==> src/rtl/stove_pkg.sv <==
`default_nettype none
// +------------------------------------------------------------------+
// | Module  : stove_pkg                                              |
// | Purpose : Shared types and constants for the multi-surface stove |
// |           controller: controller state encoding and the          |
// |           active-low 7-segment digit table {dp,g,f,e,d,c,b,a}.   |
// | Revision: 1.0 - initial release                                  |
// +------------------------------------------------------------------+
package stove_pkg;

  typedef enum logic {
    ST_OFF = 1'b0,
    ST_ON  = 1'b1
  } state_t;

  // Every segment dark, decimal point included.
  localparam logic [7:0] SEG_BLANK = 8'hFF;

  // Active-low digits 0..9 with the decimal point dark (bit 7 = 1).
  // Listed from index 9 down to index 0.
  localparam logic [9:0][7:0] SEG_DIGITS = {
    8'h90, 8'h80, 8'hF8, 8'h82, 8'h92,
    8'h99, 8'hB0, 8'hA4, 8'hF9, 8'hC0
  };

  function automatic logic [7:0] seg_digit(input logic [3:0] d);
    if (d <= 4'd9) return SEG_DIGITS[d];
    return SEG_BLANK;
  endfunction

endpackage
`default_nettype wire

==> src/rtl/input_conditioner.sv <==
`default_nettype none
// +------------------------------------------------------------------+
// | Module  : input_conditioner                                      |
// | Purpose : Conditions one raw push button: 2-FF synchronizer,     |
// |           debouncer, rising-edge detector. Each press yields a   |
// |           single 1-cycle pulse DEBOUNCE_CYCLES+3 cycles after    |
// |           the raw input rises.                                   |
// | Ports   : clk, async_reset (active low), raw (button),           |
// |           pulse (1-cycle press event)                            |
// | Revision: 1.0 - initial release                                  |
// +------------------------------------------------------------------+
module input_conditioner #(
  parameter int DEBOUNCE_CYCLES = 16
) (
  input  logic clk,
  input  logic async_reset,
  input  logic raw,
  output logic pulse
);

  localparam int CW = (DEBOUNCE_CYCLES > 1) ? $clog2(DEBOUNCE_CYCLES) : 1;
  localparam logic [CW-1:0] CNT_LAST = CW'(DEBOUNCE_CYCLES - 1);

  logic          sync1;
  logic          sync2;
  logic          stable;
  logic          stable_d;
  logic          armed;
  logic [CW-1:0] cnt;

  // The synchronizer resets to "pressed" and the edge detector stays
  // disarmed until a released sample is seen. A button held through
  // reset therefore never produces an event until it is released and
  // pressed again.
  always_ff @(posedge clk or negedge async_reset) begin
    if (!async_reset) begin
      sync1    <= 1'b1;
      sync2    <= 1'b1;
      stable   <= 1'b0;
      stable_d <= 1'b0;
      armed    <= 1'b0;
      cnt      <= '0;
      pulse    <= 1'b0;
    end else begin
      sync1 <= raw;
      sync2 <= sync1;
      // The debounced value flips on the DEBOUNCE_CYCLES-th
      // consecutive differing sample; any agreeing sample restarts.
      if (sync2 != stable) begin
        if (cnt == CNT_LAST) begin
          stable <= sync2;
          cnt    <= '0;
        end else begin
          cnt <= cnt + 1'b1;
        end
      end else begin
        cnt <= '0;
      end
      stable_d <= stable;
      if (!sync2) armed <= 1'b1;
      pulse <= armed & stable & ~stable_d;
    end
  end

endmodule
`default_nettype wire

==> src/rtl/multi_surface_stove.sv <==
`default_nettype none
// +------------------------------------------------------------------+
// | Module  : multi_surface_stove                                    |
// | Purpose : Multi-surface stove controller. Conditions all push    |
// |           buttons, keeps one selectable power level per surface, |
// |           drives one registered 7-segment byte per surface and   |
// |           switches itself off after an idle timeout.             |
// | Ports   : clk, async_reset (async, active low), power_toggle,    |
// |           surface_toggle[N], power_level_inc, power_level_dec,   |
// |           power_level_7seg_output[8N] (byte i = surface i),      |
// |           stove_on, auto_off_event (1-cycle pulse)               |
// | Revision: 1.0 - initial release                                  |
// +------------------------------------------------------------------+
module multi_surface_stove
  import stove_pkg::*;
#(
  parameter int NUM_SURFACES        = 4,
  parameter int MAX_LEVEL           = 9,
  parameter int DEBOUNCE_CYCLES     = 16,
  parameter int IDLE_TIMEOUT_CYCLES = 1024
) (
  input  logic                      clk,
  input  logic                      async_reset,
  input  logic                      power_toggle,
  input  logic [NUM_SURFACES-1:0]   surface_toggle,
  input  logic                      power_level_inc,
  input  logic                      power_level_dec,
  output logic [8*NUM_SURFACES-1:0] power_level_7seg_output,
  output logic                      stove_on,
  output logic                      auto_off_event
);

  localparam int LW = $clog2(MAX_LEVEL + 1);
  localparam int SW = (NUM_SURFACES > 1) ? $clog2(NUM_SURFACES) : 1;
  localparam int TW = (IDLE_TIMEOUT_CYCLES > 1) ? $clog2(IDLE_TIMEOUT_CYCLES) : 1;
  localparam logic [LW-1:0] LV_MAX    = LW'(MAX_LEVEL);
  localparam logic [TW-1:0] TIMER_END = TW'(IDLE_TIMEOUT_CYCLES - 1);

  // Conditioned one-cycle events
  logic                    pwr_ev;
  logic                    inc_ev;
  logic                    dec_ev;
  logic [NUM_SURFACES-1:0] surf_ev;

  input_conditioner #(.DEBOUNCE_CYCLES(DEBOUNCE_CYCLES)) u_cond_pwr (
    .clk(clk), .async_reset(async_reset), .raw(power_toggle), .pulse(pwr_ev));
  input_conditioner #(.DEBOUNCE_CYCLES(DEBOUNCE_CYCLES)) u_cond_inc (
    .clk(clk), .async_reset(async_reset), .raw(power_level_inc), .pulse(inc_ev));
  input_conditioner #(.DEBOUNCE_CYCLES(DEBOUNCE_CYCLES)) u_cond_dec (
    .clk(clk), .async_reset(async_reset), .raw(power_level_dec), .pulse(dec_ev));

  for (genvar g = 0; g < NUM_SURFACES; g++) begin : g_surf_cond
    input_conditioner #(.DEBOUNCE_CYCLES(DEBOUNCE_CYCLES)) u_cond_surf (
      .clk(clk), .async_reset(async_reset), .raw(surface_toggle[g]), .pulse(surf_ev[g]));
  end

  // Controller state
  state_t                  state_q, state_n;
  logic                    sel_valid_q, sel_valid_n;
  logic [SW-1:0]           sel_idx_q, sel_idx_n;
  logic [LW-1:0]           level_q [NUM_SURFACES];
  logic [LW-1:0]           level_n [NUM_SURFACES];
  logic [TW-1:0]           timer_q, timer_n;
  logic                    auto_off_n;
  logic [8*NUM_SURFACES-1:0] disp_n;

  logic          all_zero;
  logic          any_ev;
  logic          timeout;
  logic          found;
  logic [SW-1:0] hit_idx;

  always_comb begin
    all_zero = 1'b1;
    for (int i = 0; i < NUM_SURFACES; i++) begin
      if (level_q[i] != '0) all_zero = 1'b0;
    end
  end

  assign any_ev  = pwr_ev | inc_ev | dec_ev | (|surf_ev);
  assign timeout = (state_q == ST_ON) && all_zero && (timer_q == TIMER_END);

  // Lowest-index surface event wins.
  always_comb begin
    found   = 1'b0;
    hit_idx = '0;
    for (int i = 0; i < NUM_SURFACES; i++) begin
      if (surf_ev[i] && !found) begin
        found   = 1'b1;
        hit_idx = SW'(i);
      end
    end
  end

  always_comb begin
    state_n     = state_q;
    sel_valid_n = sel_valid_q;
    sel_idx_n   = sel_idx_q;
    level_n     = level_q;
    timer_n     = '0;
    auto_off_n  = 1'b0;
    case (state_q)
      ST_OFF: begin
        if (pwr_ev) state_n = ST_ON;
      end
      ST_ON: begin
        if (pwr_ev || timeout) begin
          // A power event beats the timeout, so no auto-off pulse then.
          state_n     = ST_OFF;
          sel_valid_n = 1'b0;
          sel_idx_n   = '0;
          auto_off_n  = !pwr_ev;
          for (int i = 0; i < NUM_SURFACES; i++) level_n[i] = '0;
        end else begin
          if (found) begin
            if (sel_valid_q && (sel_idx_q == hit_idx)) begin
              sel_valid_n = 1'b0;
            end else begin
              sel_valid_n = 1'b1;
              sel_idx_n   = hit_idx;
            end
          end
          // inc/dec act on the selection as updated this same cycle.
          if (sel_valid_n && (inc_ev ^ dec_ev)) begin
            if (inc_ev && (level_q[sel_idx_n] != LV_MAX))
              level_n[sel_idx_n] = level_q[sel_idx_n] + 1'b1;
            else if (dec_ev && (level_q[sel_idx_n] != '0))
              level_n[sel_idx_n] = level_q[sel_idx_n] - 1'b1;
          end
          if (all_zero && !any_ev) timer_n = timer_q + 1'b1;
        end
      end
      default: state_n = ST_OFF;
    endcase
  end

  // Display image built from the current registers; it is registered
  // below, so it trails the level/selection registers by one cycle.
  always_comb begin
    disp_n = '1;
    for (int i = 0; i < NUM_SURFACES; i++) begin
      if (state_q == ST_ON) begin
        disp_n[8*i +: 8] = seg_digit(4'(level_q[i]));
        disp_n[8*i + 7]  = ~(sel_valid_q && (sel_idx_q == SW'(i)));
      end
    end
  end

  always_ff @(posedge clk or negedge async_reset) begin
    if (!async_reset) begin
      state_q                 <= ST_OFF;
      sel_valid_q             <= 1'b0;
      sel_idx_q               <= '0;
      timer_q                 <= '0;
      auto_off_event          <= 1'b0;
      power_level_7seg_output <= '1;
      for (int i = 0; i < NUM_SURFACES; i++) level_q[i] <= '0;
    end else begin
      state_q                 <= state_n;
      sel_valid_q             <= sel_valid_n;
      sel_idx_q               <= sel_idx_n;
      timer_q                 <= timer_n;
      auto_off_event          <= auto_off_n;
      power_level_7seg_output <= disp_n;
      for (int i = 0; i < NUM_SURFACES; i++) level_q[i] <= level_n[i];
    end
  end

  assign stove_on = (state_q == ST_ON);

endmodule
`default_nettype wire
==> config.mk <==
export PLATFORM = sky130hd
export DESIGN_NAME = multi_surface_stove
export DESIGN_NICKNAME = d
export VERILOG_FILES = /design/src/rtl/stove_pkg.sv /design/src/rtl/input_conditioner.sv /design/src/rtl/multi_surface_stove.sv
export SDC_FILE = /design/constraint.sdc
export NUM_CORES = 1
export LEC_CHECK = 0
export ABC_CLOCK_PERIOD_IN_PS = 3000
export CAP_MARGIN = 20
export CORE_UTILIZATION = 29
export CTS_CLUSTER_DIAMETER = 100
export DETAILED_ROUTE_END_ITERATION = 12
export DONT_BUFFER_PORTS = 1
export GPL_ROUTABILITY_DRIVEN = 0
export SYNTH_ARGS = -nofsm -noshare
export SYNTH_HDL_FRONTEND = slang
export SYNTH_HIERARCHICAL = 1
export SYNTH_SLANG_ARGS = --single-unit
==> constraint.sdc <==
create_clock -name clk -period 3 [get_ports clk]
set_input_delay 0.6 -clock clk [delete_from_list [all_inputs] [get_ports clk]]
set_output_delay 0.6 -clock clk [all_outputs]
set_load 0.005 [all_outputs]
==> results of run 1 <==
[timing repair]
| item | in CTS | in global routing |
|---|---|---|
| resized for setup | 0 | 2 |
| endpoints found under the setup margin | 0 | 14 |
| hold buffers | 4 | 2 |
| endpoints found under the hold margin | 87 | 30 |
[worst paths after layout]
| check | start | endpoint | slack [ns] | depth (start not counted) |
|---|---|---|---|---|
| hold reg to reg | u_cond_inc/sync1 | u_cond_inc/sync2 | 0.35 | 0 |
| hold / removal | async_reset | level_q[3] | 0.08 | 1 |
| setup reg to reg | g_surf_cond[2].u_cond_surf/pulse | level_q[10] | 0.30 | 11 |
| setup / recovery | g_surf_cond[2].u_cond_surf/pulse | level_q[10] | 0.30 | 11 |
| max in group asynchronous | async_reset | g_surf_cond[1].u_cond_surf/sync2 | 1.93 | 1 |
| min in group clk | power_toggle | u_cond_pwr/sync1 | 0.17 | 0 |
[critical path, cell delays in order (launching register included)]
cell,delay (ns)
dfrtp_1,0.43
nor3_2,0.36
nor2_4,0.14
mux2i_1,0.15
mux2i_1,0.19
inv_1,0.09
ha_1,0.22
o2111ai_2,0.11
a32oi_2,0.16
nand2b_4,0.20
nor4_4,0.38
a22o_1,0.20
[sequential cells by signal, summed over array words and instances (netlist names), 2 cells and up]
name / flops
power_level_7seg_output: 32
sel_idx_q: 2
g_surf_cond.u_cond_surf/pulse: 4
g_surf_cond.u_cond_surf/sync1: 4
u_cond_pwr/cnt: 4
timer_q: 10
u_cond_dec/cnt: 4
u_cond_inc/cnt: 4
g_surf_cond.u_cond_surf/stable_d: 4
level_q: 16
g_surf_cond.u_cond_surf/stable: 4
g_surf_cond.u_cond_surf/cnt: 16
g_surf_cond.u_cond_surf/sync2: 4
g_surf_cond.u_cond_surf/armed: 4
[cell usage after synthesis, types with 4 or more instances]
cell type  instances
nor3b_1            7
nand4_1            5
dfstp_2           46
or2b_1             8
mux2_4             7
a31oi_1            8
nand2_1           38
a311oi_1           7
nand3_1           20
clkbuf_1          10
xnor2_1           19
xor2_1             5
dfrtp_1           87
nand2b_1           8
o21ai_0           26
ha_1              31
nor2_1            57
and2_1             6
a21o_1             9
a21oi_1           11
a22o_1             6
inv_1             18
a32o_1             6
o211ai_1           4
nor2b_1           12
mux2i_1            9
[routing by layer]
metal | track usage [%] | part of all wire, % | up-vias
met5 | 0 | 0 | -
met4 | 4.74 | 1.1 | 0
met3 | 4.42 | 5.0 | 9
met2 | 19.5 | 48 | 81
met1 | 14.5 | 46 | 1896
li1 | - | - | 1856
[per-stage QoR]
stage               util [%]  worst slack (ns)  area [um2]  total power, mW
finish                  34.9             0.302        7060             4.05
global route            34.9            0.0706        7060             4.22
detailed placement      31.5             0.187        6380             1.99
CTS                     34.7             0.150        7030             4.11
floorplan                  -             0.371        6000             1.96
global placement        31.5             0.326        6380             1.98
[power by group]
group	switching [mW]	internal (mW)
clock	0.803	1.25
combinational	0.0706	0.0474
sequential	0.0335	1.85
total	0.907	3.15
[cell families (layout without fill, tap and decap cells)]
logic type      count (synthesis)  count (layout)  share of synthesized area, %
buf+inv                        32              71                          2.27
xor+xnor                       24              24                          3.50
fa+ha+maj                      31              31                          6.47
compound gates                100             100                          12.2
mux                            19              19                          3.86
simple gates                  178             178                          15.3
flops                         133             133                          56.4
[placed cells by master (no fill, tap or decap), drive strengths merged, types with 13 or more instances in the layout]
cell and instances:
inv 21, ha 31, o21ai 26, nand3 20, nor2 58, dfstp 46, a21oi 13, nand2 38
clkbuf 18, buf 17, xnor2 19, dfrtp 87
[cell type report]
cell class / count / area (um2) / share of cell area [%]
tap: 270 / 338 / 4.78
clock buffer: 18 / 439 / 6.22
multi-input combinational: 352 / 2480 / 35.2
clock inverter: 14 / 150 / 2.13
timing repair buffer: 21 / 200 / 2.83
inverter: 18 / 67.6 / 0.956
sequential: 133 / 3390 / 47.9
==> flow_summary.yaml, run 1 <==
run_status:
  status: "finished, final reports clean"
cts:
  clock_path_buffers: 2
  clk_latency_ns: 0.43
  cts_tree: "built"
  cts.sinks: 133
  numCtsBuffers: 17
  htree_num_levels: 4
  cts_setup_buffers: 0
  clk_pin_slew_ns: 0.06
  root_buffer: "clkbuf_16"
global_route:
  grt-ovfl-total: 0
  antenna_found_initial: 0
  grt_pass1_wl_um: 19700
  gr-usage-all-layers_pct: 12.0
  grt_max_degree: 88
  grt_pass1_vias: 3914
yosys:
  synth_top_cell_by_area: "dfrtp_1"
  yosys_warnings: 6
  synth.top_cells.by_area: "dfrtp_1 (36%), dfstp_2 (20%), ha_1 (6.5%), nor2_1 (3.6%), xnor2_1 (2.8%)"
  synthDistinctLibCells: 63
  synth_edf_count: 0
  synthesis.nets: 557
  synth.ff_latch_count: 133
  synth_top_area_share_pct: 36.3
  synthCells: 517
  synthFlopType: "dfrtp_1"
  syn_area_um2: 6000
  syn_avg_cell_area_um2: 11.6
  ys_seq_area_share_pct: 56.4
  async_flop_share_pct: 100
hold_path:
  hp-class: "input port to asynchronous set/reset pin"
floorplanning:
  io_pins: 43
  dieHeight_um: 146
  start_util_pct: 29.7
  rows: 52
  core_um2: 20200
  die-area_um2: 21300
  die_x_um: 146
setup_path:
  cp_max_fo: 9
  critPathArrivalTime_ns: 3.06
  crit_type: "register to register"
  required_ns: 3.36
  worstSetupEndpointType: "register"
  critPathLaunchType: "register"
drt:
  drc_errors: 0
  drt_iter0_drc: 263
  avgRoutedWirePerCell_um: 14.4
  postRouteAntennaNets: 0
  vias_per_cell: 4.65
  routed_wl_um: 11900
  drtPass1Iterations: 4
  vias: 3842
placed_design:
  dp_hpwl_um: 7880
  numPortBuffers: 0
  placed_cells: 788
timing:
  max_slew_margin_pct: 54.2
  max_slew.worst_pin.slew_ns: 0.685
  fmax_mhz: 371
  final-setup-viol-count: 0
  rsz0062_at_grt: "false"
  finClkSkew_ns: 0.00977
  fin_crit_ns: 2.70
  fin_hold_ws_ns: 0.0777
  slew_viol_final: 0
  hold_viol_final: 0
  finalSetupTns_ns: 0
  layout_worst_path_cycle_share_pct: 89.9
final_layout:
  insertedDiodeCount: 0
  fin_cells: 826
  num-nets-final: 583
  layout-drive-gt1-share_pct: 22.3
  fillers: 1964
  area_delta_synth_final_pct: 17.7
pwr:
  power_density_nw_per_um2: 574
  p_leak_nw: 2.95
  peakVddDrop_mv: 0.397
flow_run:
  maxCapViolations: 0
Note: power is estimated with default switching activity, not from simulation.
==> inputs of run 2 (changes only) <==
--- a/config.mk
+++ b/config.mk
@@ -7,6 +7,7 @@
 export LEC_CHECK = 0
 export ABC_CLOCK_PERIOD_IN_PS = 3000
 export CAP_MARGIN = 20
+export CORE_MARGIN = 2
 export CORE_UTILIZATION = 29
 export CTS_CLUSTER_DIAMETER = 100
 export DETAILED_ROUTE_END_ITERATION = 12
==> run 2 against run 1 <==
Setup slack got worse by 0.24 ns. Register-to-register slack worse by 0.24 ns. Final cell count shrank 0.36%. Clock power is 3% lower. Sequential cell count unchanged. Routed wire length rose by 0.34%. First-iteration DRC count rose by 5.3%. Die area rose by 2.8%. Maximum frequency decreased by 8.3%. Largest power group unchanged. Highest routed layer unchanged.
==> flow_summary.yaml, run 2 (synthesized netlist as in run 1, its figures left out) <==
final_layout:
  fin_cells: 823
  layout-drive-gt1-share_pct: 21.3
  largest_register_ffs: 32
  area_delta_synth_final_pct: 17.0
  final-seq-area_um2: 3390
  insertedDiodeCount: 0
  fillers: 2006
  num-nets-final: 580
  final_cell_mix: "dfrtp_1 (87), nor2_1 (57), dfstp_2 (46)"
  regMostFlops: "power_level_7seg_output"
  layout.cells.most_common: "dfrtp_1"
  multi_input_area_um2: 2500
  top_regs: "power_level_7seg_output (32), g_surf_cond.u_cond_surf/cnt (16), level_q (16)"
  fin_util_pct: 34.6
timing:
  hold_viol_final: 0
  fin_crit_ns: 2.94
  finClkSkew_ns: 0.00644
  fin_hold_ws_ns: 0.0282
  fmax_mhz: 340
  final-setup-viol-count: 0
  slew_viol_final: 0
  finalSetupTns_ns: 0
  layout_worst_path_cycle_share_pct: 98.1
  max_slew.worst_pin.slew_ns: 0.833
  max_slew_margin_pct: 44.3
global_route:
  antenna_found_initial: 0
  grt_pass1_vias: 4019
  grt-ovfl-total: 0
  gr-usage-all-layers_pct: 11.6
  grt_pass1_wl_um: 19900
  grt_max_degree: 88
setup_path:
  cp_max_fo: 8
  crit_type: "register to register"
  worstSetupEndpointType: "register"
  critPathArrivalTime_ns: 3.24
  critPathLaunchType: "register"
  required_ns: 3.30
cts:
  cts_tree: "built"
  root_buffer: "clkbuf_16"
  htree_num_levels: 4
  clk_pin_slew_ns: 0.05
  clock_path_buffers: 2
  numCtsBuffers: 17
  clk_latency_ns: 0.42
  cts_setup_buffers: 0
  cts.sinks: 133
pwr:
  power_density_nw_per_um2: 566
  total_power_mw: 3.98
  p_leak_nw: 2.92
  peakVddDrop_mv: 0.387
floorplanning:
  dieHeight_um: 148
  rows: 52
  die-area_um2: 21900
  start_util_pct: 29.6
  io_pins: 43
  die_x_um: 148
  core_um2: 20300
drt:
  drtPass1Iterations: 4
  routed_wl_um: 12000
  postRouteAntennaNets: 0
  drt_iter0_drc: 277
  avgRoutedWirePerCell_um: 14.5
  vias: 3906
  vias_per_cell: 4.75
  drc_errors: 0
placed_design:
  dp_hpwl_um: 7960
  numPortBuffers: 0
  placed_cells: 787
hold_path:
  hp-class: "input port to asynchronous set/reset pin"
run_status:
  status: "finished, final reports clean"
flow_run:
  maxCapViolations: 0
-- run 2: cell count changes in the layout (fill, tap and decap cells not counted) --
cell	previous run	this run
nor3_2	1	0
buf_12	1	0
nor3_4	0	1
clkbuf_1	0	5
clkinv_4	3	1
mux2i_4	0	1
mux2i_1	9	8
dlygate4sd3_1	4	3
inv_6	3	0
buf_4	15	14
-- run 2: path summary, 6_finish.rpt --
check                                         endpoint  slack [ns]                             start  cells past startpoint
max                                         level_q[5]        0.06  g_surf_cond[1].u_cond_surf/pulse                     11
min                         power_level_7seg_output[5]        0.03                       async_reset                      0
max reg2reg                                 level_q[5]        0.06  g_surf_cond[1].u_cond_surf/pulse                     11
min reg2reg                           u_cond_inc/sync2        0.35                  u_cond_inc/sync1                      0
max in group asynchronous  power_level_7seg_output[31]        1.83                       async_reset                      1
min in group clk                      u_cond_pwr/sync1        0.17                      power_toggle                      0
-- run 2: critical path, stage by stage, from the launching register on --
cell and delay (ns):
dfrtp_1 0.41, or2_4 0.29, nor2_4 0.24, mux2i_1 0.38, mux2i_4 0.14, inv_1 0.09, ha_1 0.21, o221ai_1 0.15
a32oi_2 0.32, nand2b_4 0.25, nor2_1 0.12, a32o_1 0.24
-- run 2: stage by stage --
step	worst slack (ns)	area (um2)
after detailed placement	0.0497	6370
after global placement	0.217	6370
after CTS	0.0310	6970
after floorplan	0.371	6000
after global routing	-0.0596	7020
final	0.0575	7020
-- run 2: repair_timing --
action,in CTS,in global routing
setup endpoints to repair,0,16
hold buffers,1,3
gates resized for setup,0,5
endpoints found under the hold margin,87,15
-- run 2: layout make-up --
cell class | instances | area share, %
flip-flops and latches | 133 | 48.2
inverters | 18 | 0.962
clock inverters | 9 | 1.51
repair buffers | 18 | 2.32
well taps | 270 | 4.81
multi-input cells | 352 | 35.6
clock buffers | 23 | 6.52
-- run 2: power by group --
group	total [mW]	internal, mW	switching [mW]	leakage, nW
Clock	1.98	1.24	0.742	0.267
Combinational	0.110	0.0441	0.0655	1.01
Sequential	1.88	1.85	0.0333	1.65
Total	3.98	3.13	0.841	2.92
-- run 2: layer usage --
metal / wire, um / track usage, %
met5: 0 / 0
met4: 219 / 4.62
met3: 528 / 3.61
met2: 5940 / 18.9
met1: 5290 / 14.5
==> inputs of run 3 (changes only) <==
--- a/config.mk
+++ b/config.mk
@@ -7,12 +7,13 @@
 export LEC_CHECK = 0
 export ABC_CLOCK_PERIOD_IN_PS = 3000
 export CAP_MARGIN = 20
+export CORE_ASPECT_RATIO = 1.1
 export CORE_MARGIN = 2
 export CORE_UTILIZATION = 29
-export CTS_CLUSTER_DIAMETER = 100
 export DETAILED_ROUTE_END_ITERATION = 12
 export DONT_BUFFER_PORTS = 1
 export GPL_ROUTABILITY_DRIVEN = 0
+export SLEW_MARGIN = 25
 export SYNTH_ARGS = -nofsm -noshare
 export SYNTH_HDL_FRONTEND = slang
 export SYNTH_HIERARCHICAL = 1
==> run 3 against run 2 <==
Maximum frequency rose by 5.6%. Non-clock buffer count rose by 1. Clock power fell by 3%. Core utilization fell by 0.27 points. Register-to-register slack improved by 0.16 ns. Clock-buffer cell count fell by 5. Final cell count fell by 1.5%. Sequential cell count did not move. Via count fell by 0.61%. Sequential power barely moved. Critical path type unchanged. Critical endpoint is now level_q[10]. Largest cell class unchanged.
==> flow_summary.yaml, run 3 (synthesized netlist as in run 1, its figures left out) <==
run_status:
  status: "finished, final reports clean"
final_layout:
  multi_input_area_um2: 2520
  largest_register_ffs: 32
  layout.cells.most_common: "dfrtp_1"
  final_cell_mix: "dfrtp_1 (87), nor2_1 (57), dfstp_2 (46)"
  layout-drive-gt1-share_pct: 22.9
  num-nets-final: 582
  final-seq-area_um2: 3390
  insertedDiodeCount: 0
  top_regs: "power_level_7seg_output (32), g_surf_cond.u_cond_surf/cnt (16), level_q (16)"
  fillers: 1974
  finalInstanceArea_um2: 7010
  area_delta_synth_final_pct: 16.9
  regMostFlops: "power_level_7seg_output"
floorplanning:
  dieHeight_um: 155
  die-area_um2: 21900
  rows: 55
  io_pins: 43
  die_x_um: 141
  start_util_pct: 29.4
  core_um2: 20400
timing:
  finClkSkew_ns: 0.00924
  fin_hold_ws_ns: 0.0320
  finalSetupTns_ns: 0
  fmax_mhz: 359
  max_slew.worst_pin.slew_ns: 0.479
  final-setup-viol-count: 0
  slew_viol_final: 0
  max_slew_margin_pct: 67.2
  fin_crit_ns: 2.79
  rsz0062_at_grt: "false"
  layout_worst_path_cycle_share_pct: 92.9
  hold_viol_final: 0
cts:
  clk_latency_ns: 0.41
  clk_pin_slew_ns: 0.06
  clock_path_buffers: 2
  htree_num_levels: 4
  cts_tree: "built"
  numCtsBuffers: 17
  root_buffer: "clkbuf_16"
  cts.sinks: 133
setup_path:
  crit_type: "register to register"
  required_ns: 3.34
  cp_max_fo: 7
  critPathArrivalTime_ns: 3.13
  worstSetupEndpointType: "register"
  critPathLaunchType: "register"
  reg2regPathDepth: 10
drt:
  avgRoutedWirePerCell_um: 14.3
  postRouteAntennaNets: 0
  drt_iter0_drc: 273
  drtPass1Iterations: 4
  routed_wl_um: 11600
  drc_errors: 0
  vias: 3882
  vias_per_cell: 4.79
flow_run:
  maxCapViolations: 0
hold_path:
  hp-class: "input port to asynchronous set/reset pin"
pwr:
  power_density_nw_per_um2: 557
  peakVddDrop_mv: 0.393
  total_power_mw: 3.91
  p_leak_nw: 2.93
global_route:
  grt_max_degree: 88
  antenna_found_initial: 0
  gr-usage-all-layers_pct: 11.3
  grt_pass1_wl_um: 19500
  grt-ovfl-total: 0
  grt_pass1_vias: 3949
placed_design:
  placed_area_um2: 6360
  dp_hpwl_um: 7840
  numPortBuffers: 0
run 3: cell types whose count changed in the layout (fill, tap and decap cells not counted), moves of 2 or more:
cell           before  now
inv_6               0    4
dlygate4sd3_1       3    1
buf_4              14   17
clkbuf_1            5    1
run 3: where the power goes:
group | internal, mW | total (mW) | switching (mW)
Clock | 1.14 | 1.92 | 0.777
Combinational | 0.0427 | 0.100 | 0.0574
Sequential | 1.85 | 1.88 | 0.0337
run 3: area by class of cell:
| type | instances | area share [%] |
|---|---|---|
| Inverter | 18 | 0.963 |
| Clock buffer | 18 | 6.12 |
| Timing Repair Buffer | 19 | 2.35 |
| Clock inverter | 14 | 1.82 |
| Sequential cell | 133 | 48.3 |
| Multi-Input combinational cell | 353 | 35.9 |
| Tap cell | 256 | 4.57 |
run 3: repair_timing:
action | CTS | global route
hold buffers | 1 | 1
setup endpoints to repair | 9 | 13
buffers inserted | 0 | 3
pin swaps | 0 | 1
endpoints found under the hold margin | 87 | 1
cloned | 0 | 1
resized for setup | 1 | 6
run 3: stage by stage:
step           utilization (%)  setup WS [ns]  instances
2_1_floorplan                -          0.371        517
3_3_place_gp              31.1         0.0881        773
3_5_place_dp              31.1        -0.0491        773
4_1_cts                   34.0         0.0704        806
5_1_grt                   34.3         0.0112        811
6_report                  34.3          0.213        811
run 3: path summary, 6_finish.rpt:
| kind | slack, ns | to | startpoint |
|---|---|---|---|
| setup / recovery | 0.21 | level_q[10] | g_surf_cond[1].u_cond_surf/pulse |
| min in group clk | 0.18 | u_cond_dec/sync1 | power_level_dec |
| hold / removal | 0.03 | power_level_7seg_output[16] | async_reset |
| hold reg to reg | 0.35 | g_surf_cond[2].u_cond_surf/sync2 | g_surf_cond[2].u_cond_surf/sync1 |
| max in group asynchronous | 2.40 | power_level_7seg_output[26] | async_reset |
| setup reg to reg | 0.21 | level_q[10] | g_surf_cond[1].u_cond_surf/pulse |
run 3: layer usage:
metal  up-vias  track usage, %  routed length [um]
met5         -               0                   0
met4         0            4.38                 174
met3        16            3.85                 495
met2        80            19.1                5860
met1      1921            13.4                5100
li1       1865               -                   -
run 3: critical path: stages, from the launching register on:
cell and delay (ns):
dfrtp_1 0.40, or2_4 0.30, nor2_4 0.22, mux2i_2 0.30
mux2i_4 0.14, ha_1 0.26, o2111ai_2 0.10, a32oi_2 0.15
nand2b_4 0.20, nor4_4 0.41, a22o_1 0.21
